<file path="config.mk">
export PLATFORM = sky130hd
export DESIGN_NAME = pipe_hazard_ctrl
export DESIGN_NICKNAME = d
export VERILOG_FILES = /design/src/rtl/pipe_hazard_ctrl.sv
export SDC_FILE = /design/constraint.sdc
export NUM_CORES = 1
export LEC_CHECK = 0
export ABC_CLOCK_PERIOD_IN_PS = 3200
export CAP_MARGIN = 20
export CORE_MARGIN = 2
export CORE_UTILIZATION = 45
export DETAILED_ROUTE_END_ITERATION = 12
export GPL_ROUTABILITY_DRIVEN = 0
export GPL_TIMING_DRIVEN = 0
export PLACE_DENSITY = 0.77
export SETUP_SLACK_MARGIN = 0.4
export SYNTH_ARGS = -nofsm -noshare
export SYNTH_HDL_FRONTEND = slang
export SYNTH_SLANG_ARGS = --single-unit
</file>
<file path="constraint.sdc">
create_clock -name clk -period 3.2 [get_ports clk]
set_clock_uncertainty 0.1 [all_clocks]
set_input_delay 0.32 -clock clk [delete_from_list [all_inputs] [get_ports clk]]
set_output_delay 0.32 -clock clk [all_outputs]
set_load 0.02 [all_outputs]
</file>
<file path="src/rtl/pipe_hazard_ctrl.sv">
// Pipeline hazard sequencer: picks one of RUN/BUBBLE/FREEZE/REDIRECT per cycle and drives
// the stage-register write/flush controls, plus stall/flush counters and a freeze watchdog.
module pipe_hazard_ctrl #(
   parameter int unsigned CNT_W   = 32,
   parameter int unsigned TIMEOUT = 1023
) (
   input  logic             clk,
   input  logic             rst,
   input  logic [4:0]       ID_rs1_addr,
   input  logic [4:0]       ID_rs2_addr,
   input  logic             ID_uses_rs1,
   input  logic             ID_uses_rs2,
   input  logic             EX_MemRead,
   input  logic [4:0]       EX_rd_addr,
   input  logic             EX_branch_taken,
   input  logic             IM_wait,
   input  logic             DM_wait,
   output logic             PCWrite,
   output logic             IF_ID_Write,
   output logic             IF_ID_Flush,
   output logic             ID_EX_Write,
   output logic             ID_EX_Flush,
   output logic             EX_MEM_Write,
   output logic             MEM_WB_Write,
   output logic [1:0]       state_o,
   output logic [CNT_W-1:0] stall_cnt,
   output logic [CNT_W-1:0] flush_cnt,
   output logic             timeout_err
);

   typedef enum logic [1:0] {
      StRun      = 2'd0,
      StBubble   = 2'd1,
      StFreeze   = 2'd2,
      StRedirect = 2'd3
   } act_e;

   localparam logic [15:0] TimeoutMax = 16'(TIMEOUT);
   localparam logic [15:0] TimeoutHit = 16'(TIMEOUT - 1);

   act_e             state_q, state_d;
   logic [CNT_W-1:0] stall_cnt_q, stall_cnt_d;
   logic [CNT_W-1:0] flush_cnt_q, flush_cnt_d;
   logic [15:0]      wait_cnt_q, wait_cnt_d;
   logic             timeout_err_q, timeout_err_d;
   logic             load_use;

   always_comb begin
      load_use = EX_MemRead && (EX_rd_addr != 5'd0) &&
                 ((ID_uses_rs1 && (ID_rs1_addr == EX_rd_addr)) ||
                  (ID_uses_rs2 && (ID_rs2_addr == EX_rd_addr)));

      if (IM_wait || DM_wait) begin
         state_d = StFreeze;
      end else if (EX_branch_taken) begin
         state_d = StRedirect;
      end else if (load_use) begin
         state_d = StBubble;
      end else begin
         state_d = StRun;
      end
   end

   always_comb begin
      PCWrite      = 1'b0;
      IF_ID_Write  = 1'b0;
      IF_ID_Flush  = 1'b0;
      ID_EX_Write  = 1'b0;
      ID_EX_Flush  = 1'b0;
      EX_MEM_Write = 1'b0;
      MEM_WB_Write = 1'b0;
      // Controls are forced quiet for the whole reset cycle.
      if (!rst) begin
         unique case (state_d)
            StRun: begin
               PCWrite      = 1'b1;
               IF_ID_Write  = 1'b1;
               ID_EX_Write  = 1'b1;
               EX_MEM_Write = 1'b1;
               MEM_WB_Write = 1'b1;
            end
            StBubble: begin
               ID_EX_Write  = 1'b1;
               ID_EX_Flush  = 1'b1;
               EX_MEM_Write = 1'b1;
               MEM_WB_Write = 1'b1;
            end
            StRedirect: begin
               PCWrite      = 1'b1;
               IF_ID_Write  = 1'b1;
               IF_ID_Flush  = 1'b1;
               ID_EX_Write  = 1'b1;
               ID_EX_Flush  = 1'b1;
               EX_MEM_Write = 1'b1;
               MEM_WB_Write = 1'b1;
            end
            default: ;
         endcase
      end
   end

   always_comb begin
      stall_cnt_d   = stall_cnt_q;
      flush_cnt_d   = flush_cnt_q;
      wait_cnt_d    = 16'd0;
      timeout_err_d = timeout_err_q;
      if ((state_d == StBubble) || (state_d == StFreeze)) begin
         stall_cnt_d = stall_cnt_q + CNT_W'(1);
      end
      if (state_d == StRedirect) begin
         flush_cnt_d = flush_cnt_q + CNT_W'(1);
      end
      if (state_d == StFreeze) begin
         wait_cnt_d = (wait_cnt_q >= TimeoutMax) ? TimeoutMax : wait_cnt_q + 16'd1;
         if (wait_cnt_q >= TimeoutHit) begin
            timeout_err_d = 1'b1;
         end
      end
   end

   always_ff @(posedge clk) begin
      if (rst) begin
         state_q       <= StRun;
         stall_cnt_q   <= '0;
         flush_cnt_q   <= '0;
         wait_cnt_q    <= 16'd0;
         timeout_err_q <= 1'b0;
      end else begin
         state_q       <= state_d;
         stall_cnt_q   <= stall_cnt_d;
         flush_cnt_q   <= flush_cnt_d;
         wait_cnt_q    <= wait_cnt_d;
         timeout_err_q <= timeout_err_d;
      end
   end

   assign state_o     = state_q;
   assign stall_cnt   = stall_cnt_q;
   assign flush_cnt   = flush_cnt_q;
   assign timeout_err = timeout_err_q;

endmodule

</file>
Word-level counts from Yosys, hierarchy flattened:

Index checks and enable logic that the tools add are counted.

* flip-flop bits (word level): 83
* bits of input ports: 23
* output and inout bits: 74
* logic and storage cells: 44

* add/subtract/negate cells: 3
* order comparisons: 2
* equality and inequality tests: 5
* mux-type cells: 12
* bitwise operators: 1
* reduce and logical (&&, ||, !) cells: 15

Operators with widths (number)
* $add A32 B1 Y32 const B: 2
* $ge A16 B10 Y1 const B: 2
* $add A16 B1 Y16 const B: 1
* $eq A5 B5 Y1: 2
* $mux W10: 1
* $mux W1: 9
* $reduce_or A2 Y1: 3
* $reduce_or A3 Y1: 2
* $reduce_bool A5 Y1: 1
* $eq A2 B2 Y1 const B: 2
* $logic_and A1 B1 Y1: 4
* $mux W2: 2
* $logic_or A1 B1 Y1: 3
* $eq A2 B1 Y1 const B: 1
* $logic_not A2 Y1: 1
* $reduce_and A2 Y1: 1
* $not A1 Y1: 1

Depth between registers and ports, before layout:

Gate-level depths: netlist of run 1.

* depth after elaboration: 11
* mapped depth: 12
* mapped depth without buffers: 9

Worst setup path after synthesis of run 1:

No wires, ideal clock.

* path kind: input to register
* from: in EX_rd_addr[1]
* to: reg stall_cnt_q[18] (netlist: stall_cnt[18])
* data arrival time: 3.058 ns
* data required time: 2.979 ns
* slack: -0.079 ns
* stages on the path: 11
* buffers on the path: 2
* cell sequence: or4_1 > o21ai_0 > nor3_1 > a21o_1 > ha_1 > clkbuf_1 > and3_1 > nand3_1 > clkbuf_1 > nor4_1 > mux2_2

* cells in the longest elaborated chain, start to end: 9

Ends and longest elaborated chain
* start, declared: line 14 `input logic [4:0] EX_rd_addr,`
* $eq A5 B5 Y1, on equally long branches: line 50, 51
* $logic_and A1 B1 Y1, on equally long branches: line 50, 51
* $logic_or A1 B1 Y1: line 50 `((ID_uses_rs1 && (ID_rs1_addr == EX_rd_addr)) ||`
* $logic_and A1 B1 Y1 (*): line 49 `load_use = EX_MemRead && (EX_rd_addr != 5'd0) &&`
* $mux W1 (*): line 57 `end else if (load_use) begin`
* $mux W2 (*): line 55 `end else if (EX_branch_taken) begin`
* $mux W2 (*): line 53 `if (IM_wait || DM_wait) begin`
* net state_d[0]: line 41 `act_e state_q, state_d;`
* $eq A2 B1 Y1 / $eq A2 B2 Y1 (equally long branches): line 107 `if ((state_d == StBubble) || (state_d == StFreeze)) begin`
* $logic_or A1 B1 Y1 (*): line 107
* end signal, assigned: line 130 `stall_cnt_q <= stall_cnt_d;`
* end, declared: line 42 `logic [CNT_W-1:0] stall_cnt_q, stall_cnt_d;`

The timed path passes the listed nets; every way through them passes the cells marked *.
A chain may end at the register's enable or synchronous reset.

Worst setup path in the final report of run 1:

* from: in EX_rd_addr[1]
* to: reg stall_cnt_q[21] (netlist: stall_cnt[21])

The elaborated chain is that of the path after synthesis.

==> key figures, run 1 <==
Drt
  • DR vias/cell: 5.728
  • Initial DRC Count: 232
  • Met2 wire len: 5778 um
  • Drt wl/cell: 15.92 um
  • Drt drc: 0
  • Post-Route WL: 11180 um
  • DRT Pass-1 Iters: 4
  • Routed met1 length: 4620 um
  • Vias: 4021
  • Final ANT Viol Nets: 0
  • Met3 wire len: 483 um
  • Top Layer Used: met4

Logic synthesis
  • FF+latch count, synth: 83
  • Post-Synth Simple-Gate Area: 27.10%
  • YS warnings: 0
  • Netlist Area Pre-Place: 3924 um^2
  • Multiplexer share of the synthesized area: 1.945%
  • Yosys cell types: 40
  • Xor and xnor fraction of the mapped netlist area: 8.705%
  • Synthesized-area fraction occupied by adder cells: 1.913%
  • Register area share after synthesis: 42.35%
  • Syn Area/Cell: 8.700 um^2
  • Largest family of logic cells by synthesized area: simple AND/OR/NAND/NOR gates
  • Syn Inst Count: 451
  • Synth Area in Compound Gates: 13.62%

Timing
  • Fin worst setup slack: 0.3931 ns
  • Max frequency: 0.3563 GHz
  • Slew headroom: 47.81%
  • Slew @ Worst Pin: 0.7828 ns
  • Crit path time final: 2.807 ns
  • Final setup vio count: 0
  • RSZ-0062 raised after global routing: true
  • Max Slew Vio Count: 0
  • Final period util: 87.72%
  • Final hold violation count: 0

CTS
  • Later-pin clock latency in the skew report: 0.35 ns
  • CTS buffer count: 9
  • Sink Count: 83
  • Root Buffer: clkbuf_8
  • Worst-path clk slew: 0.08 ns
  • CTS tree: yes
  • Max clock buf depth: 2
  • H-tree depth: 3

Die
  • Cell row count: 34
  • Initial Util: 45.66%
  • DIE WIDTH: 97.38 um
  • Ports: 97
  • Die height: 97.38 um
  • Core Region: 8593 um^2
  • Die ar.: 9483 um^2

GRT
  • Global-route wire length before repair: 17570 um
  • Grt total ovfl: 0
  • Initial antenna violation count: 0
  • Pin count of the biggest net entering global routing: 14
  • GRT Util Overall: 22.22%
  • Vias in the first global route: 3846

Layout
  • Highest-count cells in the layout ignoring fill and taps: dfxtp_1, clkdlybuf4s50_1, a21oi_1
  • Area Overhead vs Synth: 49.90%
  • Commonest non-fill, non-tap cell in the layout: dfxtp_1
  • Share of layout cells above drive strength 1: 18.69%
  • Nets: 619
  • Diode count: 0

Power
  • Peak VDD IR: 230.4 uV
  • Lkg Pwr: 2.149 nW
  • Pwr Total: 2.255 mW
  • Pwr/cell area: 383.3 nW/um^2

Placed design
  • Post-detail-place hpwl: 7026 um
  • Port bufs: 96
  • Pre-CTS setup slack: -0.6170 ns

Critical path
  • Type of origin of the critical path: input port
  • CP max FO: 4
  • Req. time, crit path: 3.38 ns
  • Endpoint type of the worst setup path: flip-flop
  • Crit Path Class: in -> reg
  • Critical path data arrival time: 2.99 ns

Run status
  • Status: completed

Run
  • MaxCap Viol Count: 0

Min path
  • Min-Delay Path Class: reg -> reg
## path summary, 6_finish.rpt
path	cells after the start	slack (ns)	from	end
setup / recovery	13	0.39	EX_rd_addr[1]	stall_cnt[21]
hold / removal	2	0.37	timeout_err	timeout_err
setup reg to reg	6	0.68	stall_cnt[13]	stall_cnt[21]
hold reg to reg	2	0.37	timeout_err	timeout_err
## metrics by stage
step           TNS, ns  area (um^2)  std cells  hold WS [ns]  utilization [%]
6_report             0         5882        702        0.3667            68.45
5_1_grt              0         5882        702        0.3926            68.45
4_1_cts              0         5639        693        0.3718            65.62
3_5_place_dp    -15.27         5091        660        0.3605            59.25
3_3_place_gp    -13.37         5091        660        0.3363            59.25
2_1_floorplan        0         3995        456        0.3580                -
## cell usage after synthesis
library cell	n	area share (%)
conb_1	1	0.096
a21o_1	3	0.57
or4_1	27	5.2
and3_1	6	0.96
mux2i_1	2	0.51
nor4_1	11	1.8
inv_1	11	1.1
ha_1	6	1.9
nand2_1	24	2.3
xnor2_1	26	5.8
o22ai_1	1	0.16
nor3b_1	1	0.19
nor4b_1	1	0.22
buf_4	3	0.57
nand4_2	2	0.64
mux2_2	5	1.4
o21ai_0	11	1.4
nor2_1	33	3.2
nand4_4	1	0.54
nand4_1	22	3.5
and4_1	5	1.1
a21oi_1	48	6.1
o211ai_1	1	0.19
nand2b_1	1	0.16
nand3_1	20	2.6
nor2b_1	7	1.1
a31o_2	1	0.22
dfxtp_1	83	42
or2_2	2	0.32
a31oi_1	1	0.16
or3_1	12	1.9
clkbuf_1	18	1.7
buf_2	2	0.26
buf_6	1	0.29
or4_4	1	0.29
buf_1	4	0.38
xor2_1	13	2.9
nor3_1	7	0.89
o31ai_1	25	4.8
and2_1	2	0.32
## state kept, by name, indices dropped and copies added (netlist names)
name	count
flush_cnt	32
stall_cnt	32
wait_cnt_q	16
state_o	2
timeout_err	1
## logic make-up after synthesis
kind of cell	count (synthesis)
other	1
AOI/OAI and AO/OA	91
xor gates and xnor gates	39
adders and majority gates	6
buffers and inverters	39
DFF	83
and+or+nand+nor	185
muxes	7
## report_power, final
| part | switching [mW] | leakage [nW] | internal (mW) | total, mW |
|---|---|---|---|---|
| Sequential | 0.0253 | 0.676 | 1.05 | 1.08 |
| Clock | 0.371 | 0.132 | 0.613 | 0.985 |
| Combinational | 0.0949 | 1.34 | 0.0951 | 0.190 |
| Total | 0.492 | 2.15 | 1.76 | 2.25 |
## timing repair
item                                    CTS  global route
gates resized for setup                  54            53
endpoints found under the setup margin   47            41
cloned                                    0             2
hold buffers                              0             0
pin swaps                                11            29
setup buffers                            18             7
## area by class of cell
cell class	count	area, um^2
Clock buffer	10	137.6
Tap cell	108	135.1
Sequential cell	83	1662
Clock inverter	5	125.1
Inverter	11	41.29
Multi-Input combinational cell	334	2360
Fill cell	676	2711
Timing Repair Buffer	123	1214
Buffer	28	207.7
## worst max-delay path: stages
cell and delay, ns:
buf_8 0.10, or4_4 0.54, o21ai_4 0.16, nor3_2 0.07, a21o_1 0.19, ha_4 0.27, buf_8 0.10, and3_4 0.18
nand4_1 0.15, buf_4 0.19, buf_2 0.13, or4_1 0.42, a21oi_2 0.16
## routing by layer
layer / GRT usage [%] / up-vias
met5: 0 / -
met4: 9.402 / 0
met3: 3.813 / 22
met2: 38.89 / 132
met1: 26.82 / 1934
li1: - / 1933
(Power assumes the default switching activity.)
==> inputs of run 2 (changes only) <==
--- a/config.mk
+++ b/config.mk
@@ -5,7 +5,7 @@
 export SDC_FILE = /design/constraint.sdc
 export NUM_CORES = 1
 export LEC_CHECK = 0
-export ABC_CLOCK_PERIOD_IN_PS = 3200
+export ABC_CLOCK_PERIOD_IN_PS = 2300
 export CAP_MARGIN = 20
 export CORE_MARGIN = 2
 export CORE_UTILIZATION = 45
==> constraint.sdc (replaced) <==
create_clock -name clk -period 2.3 [get_ports clk]
set_clock_uncertainty 0.1 [all_clocks]
set_input_delay 0.23 -clock clk [delete_from_list [all_inputs] [get_ports clk]]
set_output_delay 0.23 -clock clk [all_outputs]
set_load 0.02 [all_outputs]
==> run 2 against run 1 <==
Effect of this change: critical path type unchanged; the flow now finishes with violations (setup timing); sequential cell count is the same; worst setup slack worse by 0.84 ns; utilization up 4.1 points; worst hold slack got worse by 0.0060 ns; non-clock buffer count is 16 higher; critical path depth up 1; sequential share of layout area decreased by 1.5 points.
==> key figures, run 2 (synthesized netlist as in run 1, its figures left out) <==
Run status
  • Status: complete, but fails checks
  • Violated checks: setup timing

Layout
  • Nets: 635
  • Highest-count cells in the layout ignoring fill and taps: dfxtp_1, clkdlybuf4s50_1, a21oi_1, buf_6, nor2_1
  • Final std cells w/o fill: 719
  • Share of layout cells above drive strength 1: 28.15%
  • Commonest non-fill, non-tap cell in the layout: dfxtp_1
  • Area Overhead vs Synth: 58.93%
  • Diode count: 0
  • Finished Core Util: 72.57%
  • Fill count: 636

Power
  • Switching share of total power: 25.12%
  • Peak VDD IR: 311.8 uV
  • Internal power consumption: 2.161 mW
  • Clock Power Share: 36.9%
  • Sequential share of power: 52.0%
  • Net Switching: 724.9 uW
  • Logic pwr share: 11.0%
  • Lkg Pwr: 2.269 nW
  • Pwr/cell area: 462.9 nW/um^2

Critical path
  • Crit-path cells: buf_8 > buf_6 > xnor2_2 > nand4_1 > o22ai_2 > a21o_1 > ha_4 > buf_8 > buf_12 > nand4_4 > or4_4 > clkbuf_8 > nor4_4 > mux2_4
  • Setup crit end: flush_cnt[31]
  • Type of origin of the critical path: input port
  • Endpoint type of the worst setup path: flip-flop
  • Reg-to-Reg End: stall_cnt[27]
  • Crit path depth: 14
  • R2r setup slk: -0.30 ns
  • CP max stage cell: or4_4
  • CP max FO: 3
  • CP dominant cell by count: buf_8
  • WP buf/inv: 5
  • Crit Path Class: in -> reg
  • Worst R2R Path Depth: 6
  • CP max stage delay: 0.50 ns
  • Worst Setup SP: EX_rd_addr[4]
  • Family with the most delay on the worst path: simple AND/OR/NAND/NOR gates
  • RR Startpoint: stall_cnt[14]
  • Req. time, crit path: 2.44 ns
  • Critical path data arrival time: 2.89 ns

Drt
  • Drt wl/cell: 16.05 um
  • Initial DRC Count: 135
  • Post-Route WL: 11540 um
  • Drt drc: 0
  • Vias: 4001
  • Final ANT Viol Nets: 0
  • DR vias/cell: 5.565
  • DRT Pass-1 Iters: 4

Die
  • Die height: 97.38 um
  • Ports: 97
  • Cell row count: 34
  • Core Region: 8593 um^2
  • DIE WIDTH: 97.38 um
  • Initial Util: 45.66%
  • Die ar.: 9483 um^2

CTS
  • CTS buffer count: 9
  • Max clock buf depth: 2
  • Later-pin clock latency in the skew report: 0.36 ns
  • Sink Count: 83
  • Worst-path clk slew: 0.08 ns
  • CTS tree: yes
  • Root Buffer: clkbuf_8
  • H-tree depth: 3

Timing
  • Max frequency: 0.3644 GHz
  • Final hold violation count: 0
  • Crit path time final: 2.744 ns
  • Fin worst setup slack: -0.4443 ns
  • Tightest hold margin: 0.3607 ns
  • TNS Setup: -14.03 ns
  • RSZ-0062 raised after global routing: true
  • Slew headroom: 52.20%
  • Final setup vio count: 54
  • Max Slew Vio Count: 0
  • Final period util: 119.3%
  • Slew @ Worst Pin: 0.7170 ns

Placed design
  • Port bufs: 96
  • Post-detail-place hpwl: 7155 um
  • Pre-CTS setup slack: -1.406 ns
  • Placed cell count: 660

GRT
  • Vias in the first global route: 3930
  • GRT met1 Usage: 29.31%
  • Met2 usage: 41.80%
  • Pin count of the biggest net entering global routing: 14
  • Global-route wire length before repair: 18720 um
  • Met3 Track Usage GR: 5.971%
  • Grt total ovfl: 0
  • GRT Util Overall: 23.76%
  • GR peak layer: met2
  • Initial antenna violation count: 0

Min path
  • Min-Delay Path Class: reg -> reg

Run
  • MaxCap Viol Count: 0
## run 2: area by class of cell
type                            count  area [um^2]  area share (%)
Clock buffer                       11        141.4           2.267
Buffer                             28        226.5           3.632
Tap cell                          108        135.1           2.167
Inverter                           11        41.29          0.6621
Sequential cell                    83         1665           26.71
Timing Repair Buffer              139         1379           22.11
Clock inverter                      5        52.55          0.8427
Multi-Input combinational cell    334         2595           41.61
## run 2: worst min-delay path by stage
stage,startpoint,to,slack [ns],cells past startpoint
finish,timeout_err,timeout_err,0.36,2
global route,timeout_err,timeout_err,0.39,2
CTS,IM_wait,state_o[0],0.35,3
detailed placement,timeout_err,timeout_err,0.35,2
global placement,timeout_err,timeout_err,0.34,2
floorplan,DM_wait,state_o[0],0.36,2
## run 2: timing repair
action	4_1_cts	5_1_grt
buffers inserted	35	7
resized for setup	130	59
endpoints found under the setup margin	82	85
pin swaps	74	24
gates cloned	1	0
hold buffers	0	0
## run 2: power groups by stage
stage	Clock [mW]	Sequential (mW)	Combinational, mW
after floorplan	0	1.54	0.123
after global placement	0	1.53	0.236
after detailed placement	0	1.53	0.242
after CTS	1.07	1.50	0.279
after global routing	1.14	1.51	0.341
final	1.07	1.50	0.319
## run 2: through the flow
step	area (um^2)	power, mW
floorplan	4140	1.664
global placement	5236	1.768
detailed placement	5236	1.777
CTS	5976	2.851
global route	6236	2.987
finish	6236	2.886
## run 2: layer usage
| metal | up-vias | wire length [um] |
|---|---|---|
| li1 | 1960 | - |
| met1 | 1915 | 4814 |
| met2 | 111 | 5979 |
| met3 | 15 | 591 |
| met4 | 0 | 153 |
| met5 | - | 0 |
## run 2: worst register-to-register path, cell delays in order (launching register included)
cell and delay [ns]:
dfxtp_1 0.43, nand4_1 0.36, or4_4 0.65, buf_6 0.17
clkbuf_1 0.29, o31ai_1 0.40, a21oi_2 0.09
==> inputs of run 3 (changes only) <==
--- a/config.mk
+++ b/config.mk
@@ -13,7 +13,9 @@
 export GPL_ROUTABILITY_DRIVEN = 0
 export GPL_TIMING_DRIVEN = 0
 export PLACE_DENSITY = 0.77
+export REMOVE_ABC_BUFFERS = 1
 export SETUP_SLACK_MARGIN = 0.4
+export SKIP_LAST_GASP = 1
 export SYNTH_ARGS = -nofsm -noshare
 export SYNTH_HDL_FRONTEND = slang
 export SYNTH_SLANG_ARGS = --single-unit
==> run 3 against run 2 <==
Effect of this change: the flow still finishes with violations (setup timing); worst setup slack gained 0.16 ns; clock power grew 7%; clock-buffer cell count grew 1; utilization shrank 4.9 points; cell count shrank 4.2%; sequential cell count is the same; worst hold slack lost 0.017 ns; wire length shrank 4.4%; total power grew 0.56%; die area is the same; global-route usage shrank 1.4 points; critical path type unchanged.
==> key figures, run 3 (synthesized netlist as in run 1, its figures left out) <==
Run status
  • Status: complete, but fails checks
  • Violated checks: setup timing

Timing
  • Crit path time final: 2.579 ns
  • Slew @ Worst Pin: 0.7377 ns
  • Final period util: 112.1%
  • Max Slew Vio Count: 0
  • Tightest hold margin: 0.3435 ns
  • Max frequency: 0.3877 GHz
  • Fin worst setup slack: -0.2793 ns
  • Final hold violation count: 0
  • RSZ-0062 raised after global routing: true
  • Final setup vio count: 43
  • Slew headroom: 50.82%

Drt
  • Drt drc: 0
  • Vias: 3926
  • Post-Route WL: 11030 um
  • DRT Pass-1 Iters: 4
  • DR vias/cell: 5.698
  • Final ANT Viol Nets: 0
  • Drt wl/cell: 16.01 um
  • Initial DRC Count: 103

Layout
  • Area Overhead vs Synth: 48.12%
  • Share of layout cells above drive strength 1: 20.65%
  • Commonest non-fill, non-tap cell in the layout: dfxtp_1
  • Diode count: 0
  • Final std cells w/o fill: 689
  • Nets: 607
  • Fill count: 663
  • Finished Cell Area: 5812 um^2
  • Highest-count cells in the layout ignoring fill and taps: dfxtp_1, clkdlybuf4s50_1, a21oi_1

CTS
  • Root Buffer: clkbuf_8
  • H-tree depth: 3
  • Max clock buf depth: 2
  • CTS hold repair buffers: 0
  • Worst-path clk slew: 0.08 ns
  • CTS tree: yes
  • Later-pin clock latency in the skew report: 0.35 ns
  • CTS buffer count: 9
  • Sink Count: 83

Placed design
  • Placed cell count: 633
  • Post-detail-place hpwl: 6454 um
  • Port bufs: 96
  • Dpl cell area: 4927 um^2
  • Pre-CTS setup slack: -1.872 ns

Power
  • Pwr Total: 2.903 mW
  • Peak VDD IR: 407.7 uV
  • Lkg Pwr: 2.119 nW
  • Pwr/cell area: 499.4 nW/um^2

Critical path
  • Type of origin of the critical path: input port
  • Critical path data arrival time: 2.71 ns
  • Crit-path cells: buf_8 > or4_4 > o21ai_4 > nor3_2 > a21o_1 > ha_4 > and3_4 > buf_6 > nand3_4 > nor4_4 > mux2_2
  • Crit Path Class: in -> reg
  • CP max FO: 8
  • Req. time, crit path: 2.43 ns
  • Endpoint type of the worst setup path: flip-flop
  • CP max stage cell: or4_4
  • Worst R2R Path Depth: 4
  • CP max stage delay: 0.54 ns

Die
  • Cell row count: 34
  • Core Region: 8593 um^2
  • Initial Util: 45.66%
  • DIE WIDTH: 97.38 um
  • Die height: 97.38 um
  • Die ar.: 9483 um^2
  • Ports: 97

Min path
  • WHS Path Cells: 2
  • Min-Delay Path Class: in -> reg

GRT
  • Vias in the first global route: 3778
  • Global-route wire length before repair: 17770 um
  • GRT Util Overall: 22.34%
  • Pin count of the biggest net entering global routing: 41
  • Initial antenna violation count: 0
  • Grt total ovfl: 0

Run
  • MaxCap Viol Count: 0
## run 3: through the flow
stage	setup TNS (ns)	util [%]
after floorplan	-21.06	-
after CTS	-5.178	65.17
after global placement	-99.67	57.16
after global routing	-10.47	67.63
final	-7.037	67.63
after detailed placement	-80.26	57.34
## run 3: layout make-up
| type | count | area (um^2) | share of cell area, % |
|---|---|---|---|
| inverter | 11 | 41.29 | 0.7104 |
| tap | 108 | 135.1 | 2.325 |
| clock inverter | 2 | 60.06 | 1.033 |
| sequential | 83 | 1663 | 28.61 |
| clock buffer | 12 | 155.1 | 2.670 |
| timing repair buffer | 137 | 1290 | 22.20 |
| multi-input combinational | 336 | 2467 | 42.45 |
## run 3: what timing repair did
item	in CTS	in global routing
buffers inserted	32	6
endpoints found under the setup margin	82	72
resized for setup	109	34
cloned	4	0
pin swaps	52	12
## run 3: path summary, 6_finish.rpt
check / start / slack [ns] / endpoint
worst max-delay path: EX_rd_addr[2] / -0.28 / stall_cnt[18]
worst max register to register: stall_cnt[4] / -0.04 / stall_cnt[29]
worst min-delay path: rst / 0.34 / flush_cnt[3]
worst min register to register: timeout_err / 0.36 / timeout_err
## run 3: worst max-delay path, delay by kind of cell
kind	cells	cell delay, ns
mux	1	0.36
buf+inv	2	0.23
compound gates	2	0.34
simple gates	5	1.28
fa+ha+maj	1	0.28
## run 3: where the power goes
part           internal [mW]  switching, mW  leakage (nW)
clock network          0.660          0.487         0.109
registers               1.47         0.0384         0.676
logic                  0.123          0.127          1.33
total                   2.25          0.652          2.12
## run 3: routing by layer
layer,share of wire (%),track usage (%),vias to the layer above,wire length (um)
met3,3.9,3.957,18,428
li1,-,-,1901,-
met1,41,26.38,1921,4562
met5,0,0,-,0
met2,53,39.84,86,5821
met4,2.0,9.188,0,221
